==> config.mk <==
export PLATFORM = sky130hd
export DESIGN_NAME = dprs_loader
export DESIGN_NICKNAME = d
export VERILOG_FILES = /design/src/rtl/dprs_loader_pkg.sv /design/src/rtl/dprs_loader.sv
export SDC_FILE = /design/constraint.sdc
export NUM_CORES = 1
export LEC_CHECK = 0
export CORE_MARGIN = 2
export CORE_UTILIZATION = 52
export CTS_CLUSTER_SIZE = 8
export DETAILED_ROUTE_END_ITERATION = 8
export GPL_TIMING_DRIVEN = 0
export PLACE_DENSITY = 0.89
export REMOVE_ABC_BUFFERS = 1
export SYNTH_ARGS = -nofsm -noshare
export SYNTH_HDL_FRONTEND = slang
export SYNTH_SLANG_ARGS = --single-unit
export TNS_END_PERCENT = 1
==> constraint.sdc <==
create_clock -name clock -period 3.6 [get_ports clock]
set_input_delay 0.72 -clock clock [delete_from_list [all_inputs] [get_ports clock]]
set_output_delay 0.72 -clock clock [all_outputs]
set_load 0.01 [all_outputs]
==> src/rtl/dprs_loader_pkg.sv <==
// Shared definitions for the DPRS loader: load-sequencer state encoding.
package dprs_loader_pkg;

  typedef enum logic [1:0] {
    IDLE = 2'd0,
    LOAD = 2'd1,
    DONE = 2'd2
  } state_t;

endpackage

==> src/rtl/dprs_loader.sv <==
// Streams bytes from a valid/ready source into the write port of a dual-port RAM,
// one byte per clock, keeping a modulo-256 checksum of the bytes loaded.
module dprs_loader
  import dprs_loader_pkg::*;
#(
  parameter int KB = 16,
  localparam int AW = $clog2(KB * 1024)
) (
  input  logic          clock,
  input  logic          reset,
  input  logic          start,
  input  logic [AW-1:0] addr,
  input  logic [AW:0]   len,
  input  logic          s_valid,
  input  logic [7:0]    s_data,
  output logic          s_ready,
  output logic          ce2,
  output logic          we2,
  output logic [7:0]    d2,
  output logic [AW-1:0] a2,
  output logic          busy,
  output logic          done,
  output logic [7:0]    sum
);

  localparam logic [AW-1:0] LAST_ADDR = AW'(KB * 1024 - 1);

  state_t        state;
  state_t        stateNext;
  logic [AW-1:0] ptr;
  logic [AW:0]   remaining;
  logic          accept;
  logic          startLoad;

  always_ff @(posedge clock) begin
    if (reset) begin
      state <= IDLE;
    end else begin
      state <= stateNext;
    end
  end

  // The final accept moves straight to DONE so done lines up with the last write.
  always_comb begin
    stateNext = state;
    s_ready   = 1'b0;
    busy      = 1'b0;
    done      = 1'b0;
    startLoad = 1'b0;
    case (state)
      IDLE: begin
        if (start) begin
          startLoad = 1'b1;
          stateNext = (len == '0) ? DONE : LOAD;
        end
      end
      LOAD: begin
        busy    = 1'b1;
        s_ready = (remaining != '0);
        if ((remaining == '0) || (s_valid && (remaining == (AW + 1)'(1)))) begin
          stateNext = DONE;
        end
      end
      DONE: begin
        busy      = 1'b1;
        done      = 1'b1;
        stateNext = IDLE;
      end
      default: stateNext = IDLE;
    endcase
  end

  assign accept = s_valid & s_ready;

  // Reset clears ce2 at the same edge, so a write pending from an abort never reaches the RAM.
  always_ff @(posedge clock) begin
    if (reset) begin
      ptr       <= '0;
      remaining <= '0;
      sum       <= '0;
      ce2       <= 1'b0;
      we2       <= 1'b1;
      d2        <= '0;
      a2        <= '0;
    end else begin
      ce2 <= 1'b0;
      we2 <= 1'b1;
      if (startLoad) begin
        ptr       <= addr;
        remaining <= len;
        sum       <= '0;
      end else if (accept) begin
        ce2       <= 1'b1;
        we2       <= 1'b0;
        d2        <= s_data;
        a2        <= ptr;
        ptr       <= (ptr == LAST_ADDR) ? '0 : ptr + AW'(1);
        remaining <= remaining - (AW + 1)'(1);
        sum       <= sum + s_data;
      end
    end
  end

endmodule

==> impl_results.md, run 1 <==
* Status: finished clean
* Sw power at 0.533 mW
* I/O Buffers at 75
* Cts bufs inserted at 9
* Gr ovfl total at 0
* Hold WC Path Type: reg -> reg
* Slowest CP cell: o21a_1
* Clock network power share at 30.5%
* Die H at 82.3 um
* Total Wirelength at 7.73 mm
* Commonest cells after routing, fill and taps aside: nand2_1, clkdlybuf4s50_1, dfxtp_1
* Die width at 82.3 um
* Hold depth at 2
* Drt drc at 0
* P&R area growth vs syn at 29.0%
* Reg2Reg Setup Slack at 0.52 ns
* Period utilization at 86.4%
* Max VDD drop at 0.000268 V
* Cts hold-fix bufs at 0
* Crit Path Category: in -> reg
* Combinational Power Share at 22.3%
* Syn_area_per_cell at 8.02 sq um
* R2R Path End: d2[0]
* IO Pins at 76
* Post-CTS setup repair buffer count at 0
* Fill count at 469
* Worst-skew pair later-pin latency at 0.34 ns
* Cells along the critical path: clkdlybuf4s50_1 -> and2_1 -> o21a_1 -> nand2_1 -> nand2_1 -> a21oi_1
* Initial Util at 53.8%
* Max Clock Skew at 0.00725 ns
* Setup crit end kind: register
* Number of synthesis warnings at 0
* Setup violations, final at 0
* Hold Path Origin: a2[8]
* CP startpoint kind: input port
* Relative slew slack at 33.9%
* Int Power at 1.22 mW
* Tot Pwr at 1.75 mW
* P per Cell Area at 426 nW/um^2
* CP peak stage delay at 0.81 ns
* Die area at 6770 sq um
* Worst-path fanout max at 27
* Most common cell on crit path: nand2_1
* Post-route ant nets at 0
* Largest net degree at the start of global routing at 55
* Count of cell types in the netlist at 44
* Row cnt at 28
* Max-Cap Viols at 0
* Clock Sink Count at 63
* Vias post-DR at 3,096
* Seq cells post-synth at 63
* H-tree depth at 3
* Area contributors post-synth: dfxtp_1, nand2_1, a21oi_1
* Share of post-route cells with drive strength above 1 at 4.76%
* CTS tree: yes
* Sw Ratio at 30.5%
* Mapped Cells at 397
* GPL Wtd Cong at 0.830
* Placed Cells at 523
* Vias in the first global route at 2,903
* Starting DRT DRC Count at 235
* Antenna cells at 0
* Synth area leader: dfxtp_1
* CP bufs+invs at 1
* Final Max Tran Viols at 0
* Required @ worst endpoint at 3.82 ns
* Register area share after synthesis at 39.6%
* Finished Layout Cells at 537
* RSZ-0062 raised after global routing: false
* Final hold vios at 0
* CP delay by family, top: simple AND/OR/NAND/NOR gates
* Core ar. at 5920 sq um
* Crit path DAT at 3.33 ns
* Leakage power at 1.46 nW
* Wire per inst at 14.4 um
* CTS clk-pin slew, worst paths at 0.06 ns
* Initial DRT Pass Iterations at 4
* Worst r2r src: remaining[1]
* Detailed Place HPWL at 5.34 mm
* Via-per-instance ratio at 5.77
* Reg2reg path depth at 7
* Share of Yosys cell area claimed by the top area cell type at 39.6%
* Final #Nets at 514
* Hold endpoint: a2[8]
* Worst Tran Pin Value at 0.992 ns
* Post_cts resized at 0
* Sequential power share at 47.2%
* Total GRT Usage at 24.5%
* Initial antenna violation count at 0
* WP depth at 6
* Global-route wire length before repair at 12.7 mm
* Synthesized area at 3180 sq um
* Minimum clock period at 3.11 ns
* Root Driver: clkbuf_8
* CTS max path bufs at 2
* Max Freq at 0.322 GHz
[worst reg2reg max path, delay by kind of cell, from the launching register on]
family / cells / cell delay [ns]
and+or+nand+nor: 3 / 1.25
adders and majority gates: 1 / 0.31
buffers and inverters: 1 / 0.09
AOI/OAI and AO/OA: 2 / 0.89
DFF: 1 / 0.42
[cells in the mapped netlist (all sizes together)]
cell type / instances
o21a: 2
o21ai: 17
nand2: 76
nand4b: 3
xnor2: 7
clkbuf: 18
nand3: 11
nor2: 43
nor2b: 1
a41oi: 1
xor2: 14
a311oi: 8
nor4b: 1
nand4bb: 2
nand2b: 2
a31oi: 3
and2: 3
inv: 8
a32o: 1
nand3b: 3
nand4: 2
a21oi: 35
or4b: 1
a21o: 3
a211oi: 20
or3: 5
and3: 6
a221oi: 1
fa: 1
nor3: 5
buf: 7
and4: 2
a32oi: 1
ha: 13
o211ai: 1
dfxtp: 63
nor4: 7
[flip-flops by register name (all words and copies together), names as in the netlist]
name	flops
d2	8
sum	8
state	2
a2	14
we2	1
ce2	1
remaining	15
ptr	14
[cell type report]
class / instances / area [sq um] / area share, %
clock buffer: 13 / 159 / 3.87
clock inverter: 1 / 5.00 / 0.122
inverter: 8 / 30.0 / 0.731
multi-input combinational: 301 / 1790 / 43.6
sequential: 63 / 1260 / 30.7
tap: 75 / 93.8 / 2.29
timing repair buffer: 76 / 766 / 18.6
[power groups by stage]
| stage | registers, mW | logic, mW | clock network, mW |
|---|---|---|---|
| 2_1_floorplan | 0.828 | 0.232 | 0 |
| 3_3_place_gp | 0.833 | 0.372 | 0 |
| 3_5_place_dp | 0.837 | 0.385 | 0 |
| 4_1_cts | 0.823 | 0.388 | 0.539 |
| 5_1_grt | 0.833 | 0.433 | 0.567 |
| 6_report | 0.825 | 0.390 | 0.534 |
[worst max-delay path by stage]
stage                       from     to
floorplan                  start  a2[0]
global placement           start  a2[0]
detailed placement       s_valid  d2[0]
CTS                      s_valid  d2[0]
global route        remaining[0]  d2[0]
finish                   s_valid  d2[0]
[per-layer routing]
metal	share of wire (%)	wire (um)	GRT usage (%)
met1	42	3260	29.5
met2	49	3770	41.7
met3	7.1	547	5.87
met4	1.9	147	10.0
met5	0	0	0
[kinds of logic (layout without fill, tap and decap cells)]
| group | count (synthesis) | in the layout | share of synthesized area (%) |
|---|---|---|---|
| simple gates | 173 | 173 | 26.2 |
| fa+ha+maj | 14 | 14 | 5.74 |
| compound gates | 93 | 93 | 18.2 |
| xor+xnor | 21 | 21 | 5.78 |
| flops | 63 | 63 | 39.6 |
| buf+inv | 33 | 98 | 4.40 |
[metrics by stage]
step / TNS (ns) / hold slack, ns / utilization, % / setup WS [ns] / cell area [sq um]
6_report: 0 / 0.454 / 69.4 / 0.490 / 4110
5_1_grt: 0 / 0.467 / 69.4 / 0.260 / 4110
4_1_cts: 0 / 0.455 / 69.4 / 0.543 / 4110
3_5_place_dp: 0 / 0.447 / 66.6 / 0.188 / 3940
3_3_place_gp: -6.69 / 0.441 / 66.2 / -0.309 / 3920
2_1_floorplan: 0 / 0.442 / - / 1.04 / 3070
No activity file was read; power rests on OpenSTA's default activity.
==> run 2, diff against run 1 <==
--- a/config.mk
+++ b/config.mk
@@ -5,8 +5,10 @@
 export SDC_FILE = /design/constraint.sdc
 export NUM_CORES = 1
 export LEC_CHECK = 0
+export CORE_ASPECT_RATIO = 0.6
 export CORE_MARGIN = 2
 export CORE_UTILIZATION = 52
+export CTS_BUF_LIST = sky130_fd_sc_hd__clkbuf_4 sky130_fd_sc_hd__clkbuf_8
 export CTS_CLUSTER_SIZE = 8
 export DETAILED_ROUTE_END_ITERATION = 8
 export GPL_TIMING_DRIVEN = 0
==> impl_results.md, run 2 (synthesis results as in run 1) <==
* Status: finished clean
* CTS clk-pin slew, worst paths at 0.07 ns
* CP startpoint kind: register
* Final hold vios at 0
* Setup violations, final at 0
* Relative slew slack at 32.9%
* Die width at 105 um
* Cts bufs inserted at 9
* Clock Sink Count at 63
* Largest Register: remaining
* Hold Path Origin: d2[5]
* Max Freq at 0.324 GHz
* Vias post-DR at 3,047
* Die area at 6790 sq um
* Clock network power share at 38.1%
* Commonest cells after routing, fill and taps aside: nand2_1, clkdlybuf4s50_1, dfxtp_1
* Required @ worst endpoint at 3.78 ns
* Sw Ratio at 28.5%
* Core ar. at 6000 sq um
* Starting DRT DRC Count at 156
* Worst Setup SP: remaining[0]
* Worst r2r src: remaining[0]
* Worst-skew pair later-pin latency at 0.35 ns
* Most common cell on crit path: nand2_1
* Gr ovfl total at 0
* Post_cts resized at 0
* Max reg flops at 15
* CTS max path bufs at 2
* Final Max Tran Viols at 0
* CTS tree: yes
* Cts hold-fix bufs at 0
* Hold WC Path Type: reg -> reg
* Detailed Place HPWL at 5.69 mm
* Setup crit end kind: register
* FF/Latch Area at 1260 sq um
* Crit Path Category: reg -> reg
* CP peak stage delay at 0.77 ns
* Worst Tran Pin Value at 1.01 ns
* Die H at 64.6 um
* Slowest CP cell: o21a_1
* H-tree depth at 3
* Share of post-route cells with drive strength above 1 at 5.40%
* GPL Wtd Cong at 0.930
* Int Power at 1.41 mW
* Vias in the first global route at 2,886
* Highest routed layer: met4
* Crit path DAT at 3.27 ns
* Sequential power share at 41.8%
* Post-CTS setup repair buffer count at 0
* Finished Cell Area at 4180 sq um
* Sw power at 0.562 mW
* Total Wirelength at 8.17 mm
* Drt drc at 0
* P&R area growth vs syn at 31.2%
* Row cnt at 22
* Finished Layout Cells at 547
* Met2 wire len at 3.63 mm
* Initial Util at 53.1%
* Fill count at 507
* Multi-input logic area at 1790 sq um
* Largest net degree at the start of global routing at 55
* Via-per-instance ratio at 5.57
* Max-Cap Viols at 0
* IO Pins at 76
* Worst-path fanout max at 27
* Minimum clock period at 3.09 ns
* Initial DRT Pass Iterations at 4
* DR WL met3 at 560 um
* Combinational Power Share at 20.0%
* Placed Cells at 531
* Max VDD drop at 0.000218 V
* P per Cell Area at 472 nW/um^2
* Largest registers: remaining x15, a2 x14, ptr x14
* Wire per inst at 14.9 um
* Tot Pwr at 1.97 mW
* Met1 Routed Length at 3.88 mm
* Cells along the critical path: inv_1 -> ha_1 -> nand3b_1 -> o21a_1 -> nand2_1 -> nand2_1 -> a21oi_1
* Total GRT Usage at 25.3%
* Post-route ant nets at 0
* I/O Buffers at 75
* Final #Nets at 513
* Max Clock Skew at 0.00950 ns
* Area after DPL at 3930 sq um
* RSZ-0062 raised after global routing: false
* Antenna cells at 0
* Leakage power at 1.49 nW
* Initial antenna violation count at 0
* Root Driver: clkbuf_8
* Period utilization at 85.7%
* Global-route wire length before repair at 13.6 mm
[run 2: critical path: cells and delay by family (launching register included)]
kind	cells	cell delay [ns]
and+or+nand+nor	3	1.21
AOI/OAI and AO/OA	2	0.86
DFF	1	0.42
adders and majority gates	1	0.33
buffers and inverters	1	0.07
[run 2: final timing paths]
path	to	slack, ns	cells after the start
max	a2[1]	0.51	7
min	d2[5]	0.46	2
max reg2reg	a2[1]	0.51	7
min reg2reg	d2[5]	0.46	2
[run 2: power by group through the flow]
stage	registers, mW	clock network [mW]	logic [mW]
after floorplan	0.828	0	0.232
after global placement	0.834	0	0.375
after detailed placement	0.839	0	0.386
after CTS	0.823	0.760	0.391
after global routing	0.834	0.786	0.437
final	0.825	0.752	0.395
[run 2: layout make-up]
class	instances	area share, %
well taps	84	2.51
clock inverters	6	2.57
repair buffers	75	17.8
flip-flops and latches	63	30.2
multi-input cells	301	42.9
inverters	8	0.719
clock buffers	10	3.29
[run 2: per-layer routing]
layer | track usage (%) | up-vias
met5 | 0 | -
met4 | 7.67 | 0
met3 | 6.54 | 10
met2 | 40.5 | 102
met1 | 33.9 | 1418
li1 | - | 1517
[run 2: metrics by stage]
step           utilization (%)  setup TNS [ns]  worst slack, ns  hold slack, ns
2_1_floorplan                -               0             1.04           0.442
3_3_place_gp              65.5           -6.87           -0.318           0.443
3_5_place_dp              65.5               0            0.167           0.449
4_1_cts                   69.6               0            0.511           0.459
5_1_grt                   69.6               0            0.259           0.478
6_report                  69.6               0            0.514           0.457
